===== config.mk =====
export PLATFORM = sky130hd
export DESIGN_NAME = uart_tx_framer
export DESIGN_NICKNAME = d
export VERILOG_FILES = /design/src/rtl/uart_pkg.sv /design/src/rtl/uart_frame_buf.sv /design/src/rtl/uart_tx_framer.sv
export SDC_FILE = /design/constraint.sdc
export NUM_CORES = 1
export LEC_CHECK = 0
export ABC_AREA = 1
export CAP_MARGIN = 20
export CORE_MARGIN = 10
export CORE_UTILIZATION = 50
export CTS_CLUSTER_SIZE = 12
export DETAILED_ROUTE_END_ITERATION = 7
export PLACE_DENSITY_LB_ADDON = 0.3
export SKIP_LAST_GASP = 1
export SLEW_MARGIN = 20
export SYNTH_ARGS = -nofsm -noshare
export SYNTH_HDL_FRONTEND = slang
export SYNTH_SLANG_ARGS = --single-unit
export TNS_END_PERCENT = 50

===== constraint.sdc =====
create_clock -name Clk -period 2.45 [get_ports Clk]
set_input_delay 0.3675 -clock Clk [delete_from_list [all_inputs] [get_ports Clk]]
set_output_delay 0.3675 -clock Clk [all_outputs]
set_load 0.03 [all_outputs]

===== src/rtl/uart_pkg.sv =====
// rtl/uart_pkg.sv - shared types, constants and byte helpers for the UART transmit framer
//
// Contents:
//   byte_t          8-bit byte type used by the checksum helpers
//   SOF_DEFAULT     default start-of-frame marker (8'h7E)
//   framer_state_t  framer FSM state encoding
//   crc8_step       one byte of CRC-8 (poly 0x07, MSB-first, no reflection)
//   checksum_update one byte of the additive mod-256 running sum
package uart_pkg;

   typedef logic [7:0] byte_t;

   localparam byte_t SOF_DEFAULT = 8'h7E;

   typedef enum logic [2:0] {
      ST_IDLE,
      ST_COLLECT,
      ST_PUSH_SOF,
      ST_PUSH_LEN,
      ST_PUSH_DATA,
      ST_PUSH_CHK,
      ST_KICK,
      ST_DRAIN
   } framer_state_t;

   function automatic byte_t crc8_step(input byte_t data, input byte_t crc);
      byte_t c;
      c = crc ^ data;
      for (int i = 0; i < 8; i++) begin
         c = c[7] ? ((c << 1) ^ 8'h07) : (c << 1);
      end
      return c;
   endfunction

   function automatic byte_t checksum_update(input byte_t sum, input byte_t data);
      return sum + data;
   endfunction

endpackage


===== src/rtl/uart_frame_buf.sv =====
// rtl/uart_frame_buf.sv - payload store for one frame with write pointer and read index
//
// Ports:
//   clk_i, rst_ni   clock, asynchronous active-low reset of the pointers
//   clr_i           empty the buffer (write pointer and read index to 0)
//   wr_en_i         store wr_data_i at the write pointer and advance it
//   wr_data_i       payload byte to store
//   rd_next_i       advance the read index
//   rd_data_o       byte at the read index
//   count_o         number of bytes stored (write pointer)
//   rd_idx_o        current read index
module uart_frame_buf #(
   parameter int unsigned DataBits = 8,
   parameter int unsigned Depth    = 16,
   parameter int unsigned CntW     = $clog2(Depth + 1)
) (
   input  logic                clk_i,
   input  logic                rst_ni,
   input  logic                clr_i,
   input  logic                wr_en_i,
   input  logic [DataBits-1:0] wr_data_i,
   input  logic                rd_next_i,
   output logic [DataBits-1:0] rd_data_o,
   output logic [CntW-1:0]     count_o,
   output logic [CntW-1:0]     rd_idx_o
);

   localparam int unsigned IdxW = (Depth > 1) ? $clog2(Depth) : 1;

   logic [DataBits-1:0] mem_q [Depth];
   logic [CntW-1:0]     wptr_q, wptr_d;
   logic [CntW-1:0]     ridx_q, ridx_d;

   always_comb begin
      wptr_d = wptr_q;
      ridx_d = ridx_q;
      if (clr_i) begin
         wptr_d = '0;
         ridx_d = '0;
      end else begin
         if (wr_en_i)   wptr_d = wptr_q + 1'b1;
         if (rd_next_i) ridx_d = ridx_q + 1'b1;
      end
   end

   always_ff @(posedge clk_i or negedge rst_ni) begin
      if (!rst_ni) begin
         wptr_q <= '0;
         ridx_q <= '0;
      end else begin
         wptr_q <= wptr_d;
         ridx_q <= ridx_d;
      end
   end

   // Payload storage needs no reset: nothing is read before it is written.
   always_ff @(posedge clk_i) begin
      if (wr_en_i && !clr_i) mem_q[IdxW'(wptr_q)] <= wr_data_i;
   end

   assign rd_data_o = mem_q[IdxW'(ridx_q)];
   assign count_o   = wptr_q;
   assign rd_idx_o  = ridx_q;

endmodule


===== src/rtl/uart_tx_framer.sv =====
// rtl/uart_tx_framer.sv - collects a payload frame and pushes SOF/LEN/payload/CHK to the UART controller
//
// Build option: define UART_TX_FRAMER_CRC8_EN to make CHK a CRC-8 over LEN and payload;
// otherwise CHK is the two's complement of the byte sum of LEN and payload.
//
// Ports:
//   Clk, Reset                 clock, asynchronous active-low reset
//   InByte/InValid/InLast      payload stream from user logic
//   InReady                    framer can accept a payload byte
//   Abort                      drop the frame being collected
//   UpFull, UpEmpty, CtlBusy   controller upload FIFO and busy status
//   UpByte, VerifyByte         byte and commit strobe into the upload FIFO
//   SendData                   one-cycle start-transmission pulse
//   FrameDone                  one-cycle pulse once the controller has drained the frame
//   Overflow                   sticky: payload hit MaxPayload without InLast
module uart_tx_framer import uart_pkg::*; #(
   parameter int unsigned         DataBits   = 8,
   parameter int unsigned         MaxPayload = 16,
   parameter logic [DataBits-1:0] SofByte    = SOF_DEFAULT
) (
   input  logic                Clk,
   input  logic                Reset,
   input  logic [DataBits-1:0] InByte,
   input  logic                InValid,
   input  logic                InLast,
   output logic                InReady,
   input  logic                Abort,
   input  logic                UpFull,
   input  logic                UpEmpty,
   input  logic                CtlBusy,
   output logic [DataBits-1:0] UpByte,
   output logic                VerifyByte,
   output logic                SendData,
   output logic                FrameDone,
   output logic                Overflow
);

   localparam int unsigned CntW = $clog2(MaxPayload + 1);

   framer_state_t       state_q, state_d;
   logic                phase_q, phase_d;   // 0: push cycle A (commit), 1: cycle B (strobe low)
   logic                seen_q, seen_d;     // drain condition already true on the previous cycle
   logic [DataBits-1:0] chk_q, chk_d;
   logic                in_ready_q, in_ready_d;
   logic [DataBits-1:0] up_byte_q, up_byte_d;
   logic                verify_q, verify_d;
   logic                send_q, send_d;
   logic                done_q, done_d;
   logic                ovf_q, ovf_d;

   logic                buf_wr, buf_clr, buf_rd_next;
   logic [DataBits-1:0] buf_rd_data;
   logic [CntW-1:0]     count, rd_idx;
   logic                accept;
   logic [DataBits-1:0] push_byte;

   uart_frame_buf #(
      .DataBits (DataBits),
      .Depth    (MaxPayload),
      .CntW     (CntW)
   ) u_buf (
      .clk_i     (Clk),
      .rst_ni    (Reset),
      .clr_i     (buf_clr),
      .wr_en_i   (buf_wr),
      .wr_data_i (InByte),
      .rd_next_i (buf_rd_next),
      .rd_data_o (buf_rd_data),
      .count_o   (count),
      .rd_idx_o  (rd_idx)
   );

   function automatic logic [DataBits-1:0] chk_fold(input logic [DataBits-1:0] c,
                                                    input logic [DataBits-1:0] b);
`ifdef UART_TX_FRAMER_CRC8_EN
      return DataBits'(crc8_step(byte_t'(b), byte_t'(c)));
`else
      return DataBits'(checksum_update(byte_t'(c), byte_t'(b)));
`endif
   endfunction

   function automatic logic [DataBits-1:0] chk_final(input logic [DataBits-1:0] c);
`ifdef UART_TX_FRAMER_CRC8_EN
      return c;
`else
      return '0 - c;   // makes LEN + payload + CHK sum to zero
`endif
   endfunction

   always_comb begin
      state_d     = state_q;
      phase_d     = phase_q;
      seen_d      = seen_q;
      chk_d       = chk_q;
      in_ready_d  = 1'b0;
      up_byte_d   = up_byte_q;
      verify_d    = 1'b0;
      send_d      = 1'b0;
      done_d      = 1'b0;
      ovf_d       = ovf_q;
      buf_wr      = 1'b0;
      buf_clr     = 1'b0;
      buf_rd_next = 1'b0;
      accept      = InValid && in_ready_q && !Abort;
      push_byte   = '0;

      case (state_q)
         ST_IDLE, ST_COLLECT: begin
            if (Abort) begin
               buf_clr = 1'b1;
               state_d = ST_IDLE;
            end else if (accept) begin
               buf_wr  = 1'b1;
               state_d = ST_COLLECT;
               if (InLast) begin
                  state_d = ST_PUSH_SOF;
               end else if (32'(count) + 32'd1 == MaxPayload) begin
                  ovf_d   = 1'b1;
                  state_d = ST_PUSH_SOF;
               end
            end
         end

         ST_PUSH_SOF, ST_PUSH_LEN, ST_PUSH_DATA, ST_PUSH_CHK: begin
            case (state_q)
               ST_PUSH_SOF:  push_byte = SofByte;
               ST_PUSH_LEN:  push_byte = DataBits'(count);
               ST_PUSH_DATA: push_byte = buf_rd_data;
               default:      push_byte = chk_final(chk_q);
            endcase

            if (!phase_q) begin
               // A full FIFO simply holds us in cycle A until there is room.
               if (!UpFull) begin
                  up_byte_d = push_byte;
                  verify_d  = 1'b1;
                  phase_d   = 1'b1;
                  if (state_q == ST_PUSH_SOF) begin
                     chk_d = '0;
                  end else if (state_q == ST_PUSH_LEN || state_q == ST_PUSH_DATA) begin
                     chk_d = chk_fold(chk_q, push_byte);
                  end
               end
            end else begin
               phase_d = 1'b0;
               case (state_q)
                  ST_PUSH_SOF: state_d = ST_PUSH_LEN;
                  ST_PUSH_LEN: state_d = ST_PUSH_DATA;
                  ST_PUSH_DATA: begin
                     if (32'(rd_idx) + 32'd1 == 32'(count)) state_d = ST_PUSH_CHK;
                     else                                   buf_rd_next = 1'b1;
                  end
                  default: state_d = ST_KICK;
               endcase
            end
         end

         ST_KICK: begin
            send_d  = 1'b1;
            seen_d  = 1'b0;
            state_d = ST_DRAIN;
         end

         ST_DRAIN: begin
            if (UpEmpty && !CtlBusy) begin
               if (seen_q) begin
                  done_d  = 1'b1;
                  buf_clr = 1'b1;
                  seen_d  = 1'b0;
                  state_d = ST_IDLE;
               end else begin
                  seen_d = 1'b1;
               end
            end else begin
               seen_d = 1'b0;
            end
         end

         default: state_d = ST_IDLE;
      endcase

      in_ready_d = (state_d == ST_IDLE) || (state_d == ST_COLLECT);
   end

   always_ff @(posedge Clk or negedge Reset) begin
      if (!Reset) begin
         state_q    <= ST_IDLE;
         phase_q    <= 1'b0;
         seen_q     <= 1'b0;
         chk_q      <= '0;
         in_ready_q <= 1'b0;
         up_byte_q  <= '0;
         verify_q   <= 1'b0;
         send_q     <= 1'b0;
         done_q     <= 1'b0;
         ovf_q      <= 1'b0;
      end else begin
         state_q    <= state_d;
         phase_q    <= phase_d;
         seen_q     <= seen_d;
         chk_q      <= chk_d;
         in_ready_q <= in_ready_d;
         up_byte_q  <= up_byte_d;
         verify_q   <= verify_d;
         send_q     <= send_d;
         done_q     <= done_d;
         ovf_q      <= ovf_d;
      end
   end

   assign InReady    = in_ready_q;
   assign UpByte     = up_byte_q;
   assign VerifyByte = verify_q;
   assign SendData   = send_q;
   assign FrameDone  = done_q;
   assign Overflow   = ovf_q;

endmodule


==> out/metrics.csv, run 1 <==
stage,metric,value,unit
run_status,status,"finished, violations left",
run_status,violations,setup timing,
placed_design,place.gp.congestion,0.9550,
placed_design,portBuffers,28,
final_layout,n_antenna_cell,0,
route,wirelength,17240,µm
setup_path,crit_fanout,11,
logic_synthesis,yosysUniqueCellTypes,38,
timing,grt_setup_unrepaired,yes,
setup_path,r2r_setup_slack,-320,ps
logic_synthesis,synth-seq-cells,164,
logic_synthesis,synth_enable_flop_cells,128,
global_route,grtUsageTotal,17.72,%
placed_design,placedCellCount,973,
logic_synthesis,syn_area_per_cell,10.60,µm²
placed_design,hpwl,12200,µm
logic_synthesis,synth_top_area_cell,edfxtp_1,
power_and_ir_drop,power,11.06,mW
logic_synthesis,muxShareOfSynthArea,0,%
route,first_pass_iters,5,
die,die_w,141.8,µm
logic_synthesis,synthTopCellsByCount,"edfxtp_1, nand2_1, nor2_1",
logic_synthesis,syn_inst,699,
logic_synthesis,synth-simple-area-share,16.15,%
die,die_h,141.8,µm
power_and_ir_drop,leakage,3.670,nW
global_route,antenna_found_initial,0,
route,viasPerCell,5.450,
timing,max_freq,361.5,MHz
logic_synthesis,postSynth.asyncResetShare,21.95,%
final_layout,finalNonFillerCells,1009,
timing,holdWs,359.0,ps
timing,hold_viol_final,0,
clock_tree,cts_tree,yes,
final_layout,nets,842,
clock_tree,cts_hold_buf,0,
logic_synthesis,yosys.area.top_type_share,51.86,%
clock_tree,cts.sink_count,164,
logic_synthesis,synthesis.nets,729,
logic_synthesis,synthXorXnorAreaFrac,1.063,%
timing,setup_viol,6,
logic_synthesis,synthTopCellsByArea,"edfxtp_1, dfrtp_1, nand2_1, nor2_1, o21ai_0",
setup_path,r2r-start,u_buf.rd_idx_o[0],
logic_synthesis,synth-seq-area-share,64.01,%
timing,finalCriticalPeriod,2766,ps
timing,setup_slack,-316.1,ps
timing,worst_pin_slew,642.6,ps
worst_hold_path,hold_class,primary input to asynchronous set/reset pin,
clock_tree,clkTransAtPathRegs,70,ps
clock_tree,max-clock-path-buffers,2,
run,cap_violations,0,
global_route,grt.overflow.total,0,
route,avgRoutedWirePerCell,17.09,µm
final_layout,syn_to_final_growth,23.82,%
setup_path,start_kind,flip-flop,
power_and_ir_drop,cellPowerDensity,1206,mW/mm²
placed_design,postPlaceCellArea,0.008488,mm²
die,die_area,0.02009,mm²
global_route,grt_pass1_vias,5325,
setup_path,reg2reg_depth,18,
route,drtIter0Drc,567,
logic_synthesis,synthFlopType,edfxtp_1,
logic_synthesis,ys_warn_count,0,
timing,slew_violations,0,
logic_synthesis,synth-compound-area-share,11.23,%
die,rows,44,
setup_path,cp.required,2770,ps
die,io_pins,29,
timing,tns,-1023,ps
route,ant_nets,0,
logic_synthesis,synth_top_family_by_area,simple AND/OR/NAND/NOR gates,
setup_path,crit_path_end_kind,flip-flop,
route,drcViolationCount,0,
final_layout,layout-drive-gt1-share,19.27,%
logic_synthesis,synth-adder-area-share,2.465,%
clock_tree,clockRootBuffer,clkbuf_16,
final_layout,final_area,0.009178,mm²
setup_path,worst_ep_arrival_time,3090,ps
power_and_ir_drop,vdd.ir_drop.worst,0.0006233,V
die,coreArea,0.01453,mm²
logic_synthesis,yosysMostFrequentCell,edfxtp_1,
timing,skew,10.81,ps
global_route,grt_pass1_wl,27830,µm
timing,fin_crit_sh,112.9,%
setup_path,crit_type,flip-flop to flip-flop,
die,start_util,51.00,%
route,vias,5499,
clock_tree,numCtsBuffers,17,
clock_tree,ctsHtreeMaxLevel,4,
timing,slew_headroom,57.03,%
clock_tree,clock_latency,440,ps
global_route,grt_start_max_net_pins,37,
logic_synthesis,netlist_area,0.007412,mm²
setup_path,rr_endpoint,chk_q[6],
sequential cells by signal (all words and copies together) (netlist names):
| signal | count |
|---|---|
| u_buf.mem_q | 128 |
| UpByte | 8 |
| chk_q | 8 |
| u_buf.count_o | 5 |
| u_buf.rd_idx_o | 5 |
| state_q | 3 |
| FrameDone | 1 |
| InReady | 1 |
| Overflow | 1 |
| SendData | 1 |
| VerifyByte | 1 |
| phase_q | 1 |
| seen_q | 1 |
cell families after synthesis:
family | after synthesis
compound gates | 143
xor+xnor | 9
fa+ha+maj | 14
buf+inv | 87
flops | 164
simple gates | 282
final cells by class:
type	count	area (µm²)
fill	1152	5356
sequential	164	4747
multi-input combinational	448	2330
timing repair buffer	120	1028
clock buffer	17	425.4
inverter	61	231.5
tap	184	230.2
clock inverter	15	185.2
what timing repair did:
| action | 4_1_cts | 5_1_grt |
|---|---|---|
| pin swaps | 4 | 5 |
| buffers inserted | 3 | 1 |
| resized for setup | 11 | 2 |
| setup endpoints to repair | 6 | 7 |
power by group:
part	internal (mW)	total (mW)	switching (mW)
logic	2.13	4.90	2.78
registers	3.24	3.43	0.192
clock network	1.55	2.73	1.18
worst max-delay path by stage:
stage | from | endpoint | slack [ps] | cells after the start
final | u_buf.rd_idx_o[0] | chk_q[6] | -320 | 18
after floorplan | state_q[2] | chk_q[6] | -130 | 18
after CTS | u_buf.rd_idx_o[0] | chk_q[6] | -260 | 18
after global placement | u_buf.rd_idx_o[0] | chk_q[6] | -260 | 16
after detailed placement | u_buf.rd_idx_o[0] | chk_q[6] | -350 | 16
after global routing | u_buf.rd_idx_o[0] | chk_q[6] | -610 | 18
critical path, cell delays in order, from the launching register on:
cell      delay (ps)
dfrtp_2          430
buf_12           140
nor2_1            50
nor2_1            60
o21ai_0           80
o211ai_1         110
nand3_1          100
nand2_1          110
nand2_1           70
a22oi_2          150
ha_2             220
inv_1             60
fa_2             350
o211ai_1         220
a21oi_1          100
o21ai_1          180
a21oi_1           80
o21ai_0           80
nand2_1           60
cells in the final DEF, fill, tap and decap left out, types with 21 or more instances in the layout:
cell             instances
dfrtp_1                 34
a21oi_1                 21
clkdlybuf4s50_1         28
edfxtp_1               128
nor2_1                  89
nand3_1                 47
buf_4                   86
inv_1                   52
o21ai_0                 52
nand2_1                124
metal layers:
layer  wire (µm)  GRT usage, %
met3        1108         3.338
met1        7374         22.79
met4         400         7.585
met2        8356         28.67
met5           0             0
metrics by stage:
| step | worst slack (ps) | utilization [%] |
|---|---|---|
| 3_5_place_dp | -347.5 | 58.40 |
| 4_1_cts | -264.5 | 63.06 |
| 5_1_grt | -614.2 | 63.15 |
| 6_report | -316.1 | 63.15 |
| 3_3_place_gp | -255.4 | 58.40 |
| 2_1_floorplan | -134.7 | - |
No activity file was read; power rests on OpenSTA's default activity.
==> run 2, diff against run 1 <==
--- a/config.mk
+++ b/config.mk
@@ -12,6 +12,7 @@
 export CTS_CLUSTER_SIZE = 12
 export DETAILED_ROUTE_END_ITERATION = 7
 export PLACE_DENSITY_LB_ADDON = 0.3
+export SETUP_SLACK_MARGIN = 0.5
 export SKIP_LAST_GASP = 1
 export SLEW_MARGIN = 20
 export SYNTH_ARGS = -nofsm -noshare
==> run 2 against run 1 <==
  * The flow still finishes with violations (setup timing)
  * Worst setup slack got worse by 74 ps
  * Hold slack better by 8.0 ps
  * Design area increased by 1.8%
  * Clock skew barely moved
  * Critical path depth shrank 1
  * Critical endpoint unchanged
  * Highest routed layer unchanged
==> out/metrics.csv, run 2 (synthesis results as in run 1) <==
stage,metric,value,unit,change
route,vias,5663,,was 5499
timing,slew_violations,0,,unchanged
power_and_ir_drop,cellPowerDensity,1204,mW/mm²,was 1206 mW/mm²
setup_path,crit_start,u_buf.rd_idx_o[1],,was u_buf.rd_idx_o[0]
final_layout,final_area,0.009346,mm²,was 0.009178 mm²
timing,hold_viol_final,0,,unchanged
timing,tns,-1256,ps,was -1023 ps
placed_design,portBuffers,28,,unchanged
die,rows,44,,unchanged
final_layout,fillers,1134,,was 1152
clock_tree,clock_latency,440,ps,about the same
power_and_ir_drop,p_comb_share,46.9,%,was 44.3%
timing,worst_pin_slew,572.3,ps,was 642.6 ps
setup_path,crit_type,flip-flop to flip-flop,,unchanged
setup_path,crit_fanout,5,,was 11
run,cap_violations,0,,unchanged
final_layout,post-route-util,64.31,%,was 63.15%
route,ant_nets,0,,unchanged
timing,skew,11.05,ps,was 10.81 ps
final_layout,final_cell_mix,"edfxtp_1, nand2_1, buf_4",,"was edfxtp_1, nand2_1, nor2_1"
setup_path,endpoint,chk_q[6],,unchanged
clock_tree,cts_tree,yes,,unchanged
run_status,status,"finished, violations left",,unchanged
timing,finalCriticalPeriod,2840,ps,was 2766 ps
placed_design,place.gp.congestion,0.9805,,was 0.9550
final_layout,largest_reg_flops,128,,unchanged
final_layout,final_common_cell,edfxtp_1,,unchanged
power_and_ir_drop,p_seq_share,30.8,%,was 31.0%
route,viasPerCell,5.563,,was 5.450
clock_tree,clkTransAtPathRegs,70,ps,about the same
global_route,antenna_found_initial,0,,unchanged
global_route,grtUsageTotal,18.50,%,was 17.72%
timing,setup_slack,-389.6,ps,was -316.1 ps
power_and_ir_drop,power_frac_clock,22.3,%,was 24.7%
global_route,grt.overflow.total,0,,unchanged
placed_design,hpwl,12340,µm,was 12200 µm
placed_design,place_ws,-301.6,ps,was -347.5 ps
timing,max_freq,352.2,MHz,was 361.5 MHz
die,die_area,0.02009,mm²,unchanged
clock_tree,numCtsBuffers,17,,unchanged
timing,fin_crit_sh,115.9,%,was 112.9%
setup_path,cp.required,2770,ps,about the same
route,wirelength,18210,µm,was 17240 µm
die,coreArea,0.01453,mm²,unchanged
clock_tree,clockRootBuffer,clkbuf_16,,unchanged
placed_design,postPlaceCellArea,0.008461,mm²,was 0.008488 mm²
die,io_pins,29,,unchanged
route,first_pass_iters,5,,unchanged
final_layout,ff_latch_area,0.004750,mm²,was 0.004747 mm²
final_layout,nets,851,,was 842
global_route,grt_pass1_wl,29010,µm,was 27830 µm
power_and_ir_drop,leakage,3.690,nW,was 3.670 nW
setup_path,worst_ep_arrival_time,3160,ps,was 3090 ps
setup_path,r2r_setup_slack,-390,ps,was -320 ps
die,start_util,51.00,%,unchanged
placed_design,placedCellCount,972,,was 973
run_status,violations,setup timing,,unchanged
power_and_ir_drop,p_int,6.905,mW,was 6.910 mW
power_and_ir_drop,vdd.ir_drop.worst,0.0006170,V,was 0.0006233 V
clock_tree,ctsHtreeMaxLevel,4,,unchanged
route,drcViolationCount,0,,unchanged
die,die_w,141.8,µm,unchanged
timing,grt_setup_unrepaired,yes,,unchanged
timing,setup_viol,6,,unchanged
power_and_ir_drop,switching_power,4.346,mW,was 4.154 mW
setup_path,start_kind,flip-flop,,unchanged
final_layout,n_antenna_cell,0,,unchanged
clock_tree,cts_hold_buf,0,,unchanged
power_and_ir_drop,p_sw_share,38.63,%,was 37.54%
setup_path,path_cells,buf_4 > nor2_2 > o21ai_1 > o211ai_1 > nand3_1 > nand2_1 > nand2_1 > a22oi_2 > ha_4 > inv_2 > fa_2 > o211ai_1 > a21oi_1 > o21ai_1 > a21oi_1 > o21ai_1 > nand2_1,,was buf_12 > nor2_1 > nor2_1 > o21ai_0 > o211ai_1 > nand3_1 > nand2_1 > nand2_1 > a22oi_2 > ha_2 > inv_1 > fa_2 > o211ai_1 > a21oi_1 > o21ai_1 > a21oi_1 > o21ai_0 > nand2_1
die,die_h,141.8,µm,unchanged
final_layout,syn_to_final_growth,26.10,%,was 23.82%
final_layout,largest_register,u_buf.mem_q,,unchanged
final_layout,multiInputGateArea,0.002475,mm²,was 0.002330 mm²
setup_path,rr_endpoint,chk_q[6],,unchanged
setup_path,r2r-start,u_buf.rd_idx_o[1],,was u_buf.rd_idx_o[0]
route,drtIter0Drc,458,,was 567
timing,slew_headroom,61.73,%,was 57.03%
clock_tree,max-clock-path-buffers,2,,unchanged
route,avgRoutedWirePerCell,17.89,µm,was 17.09 µm
setup_path,crit_path_end_kind,flip-flop,,unchanged
final_layout,finalNonFillerCells,1018,,was 1009
worst_hold_path,hold_class,primary input to asynchronous set/reset pin,,unchanged
global_route,grt_start_max_net_pins,37,,unchanged
setup_path,critPathMaxStageDelay,450,ps,was 430 ps
final_layout,layout-drive-gt1-share,23.14,%,was 19.27%
setup_path,reg2reg_depth,17,,was 18
global_route,grt_pass1_vias,5589,,was 5325
setup_path,crit_slowest_cell,dfrtp_2,,unchanged
clock_tree,cts.sink_count,164,,unchanged
run 2: final cells by class:
type                       instances  share of cell area [%]
tap                              184                   2.463
clock buffer                      17                   4.552
clock inverter                    15                   1.473
sequential                       164                   50.82
multi-input combinational        448                   26.48
timing repair buffer             129                   11.74
inverter                          61                   2.477
run 2: worst min-delay path by stage:
stage	start	endpoint	depth (start not counted)
after floorplan	Reset	FrameDone	0
after global placement	Overflow	Overflow	1
after detailed placement	UpByte[5]	UpByte[5]	2
after CTS	Reset	Overflow	2
after global routing	Reset	Overflow	2
final	Reset	VerifyByte	2
run 2: repair_timing:
action                     in CTS  in global routing
resized for setup              25                 35
pin swaps                      12                  8
setup endpoints to repair     141                147
setup buffers                  11                  3
run 2: metrics by stage:
stage / hold slack (ps) / total power [mW]
CTS: 373.7 / 10.96
global route: 417.5 / 12.00
detailed placement: 470.2 / 8.049
floorplan: 71.91 / 6.281
global placement: 457.9 / 7.914
finish: 367.0 / 11.25
run 2: power groups by stage:
stage	Clock (mW)	Combinational [mW]	Sequential (mW)
global route	2.67	5.83	3.50
CTS	2.55	4.96	3.46
floorplan	0	2.67	3.61
detailed placement	0	4.56	3.49
finish	2.50	5.28	3.47
global placement	0	4.44	3.47
run 2: metal layers:
layer	wire length [µm]	vias up	track usage, %
li1	-	2687	-
met1	7272	2669	21.96
met2	8887	233	30.41
met3	1235	74	4.272
met4	814	0	10.27
met5	0	-	0
run 2: worst max-delay path: cells and delay by family (launching register included):
family                   cells  cell delay [ps]
AO/OA/AOI/OAI                8             1110
adder cells (fa/ha/maj)      2              510
buffers and inverters        2              200
flip-flops                   1              450
AND/OR/NAND/NOR              5              450
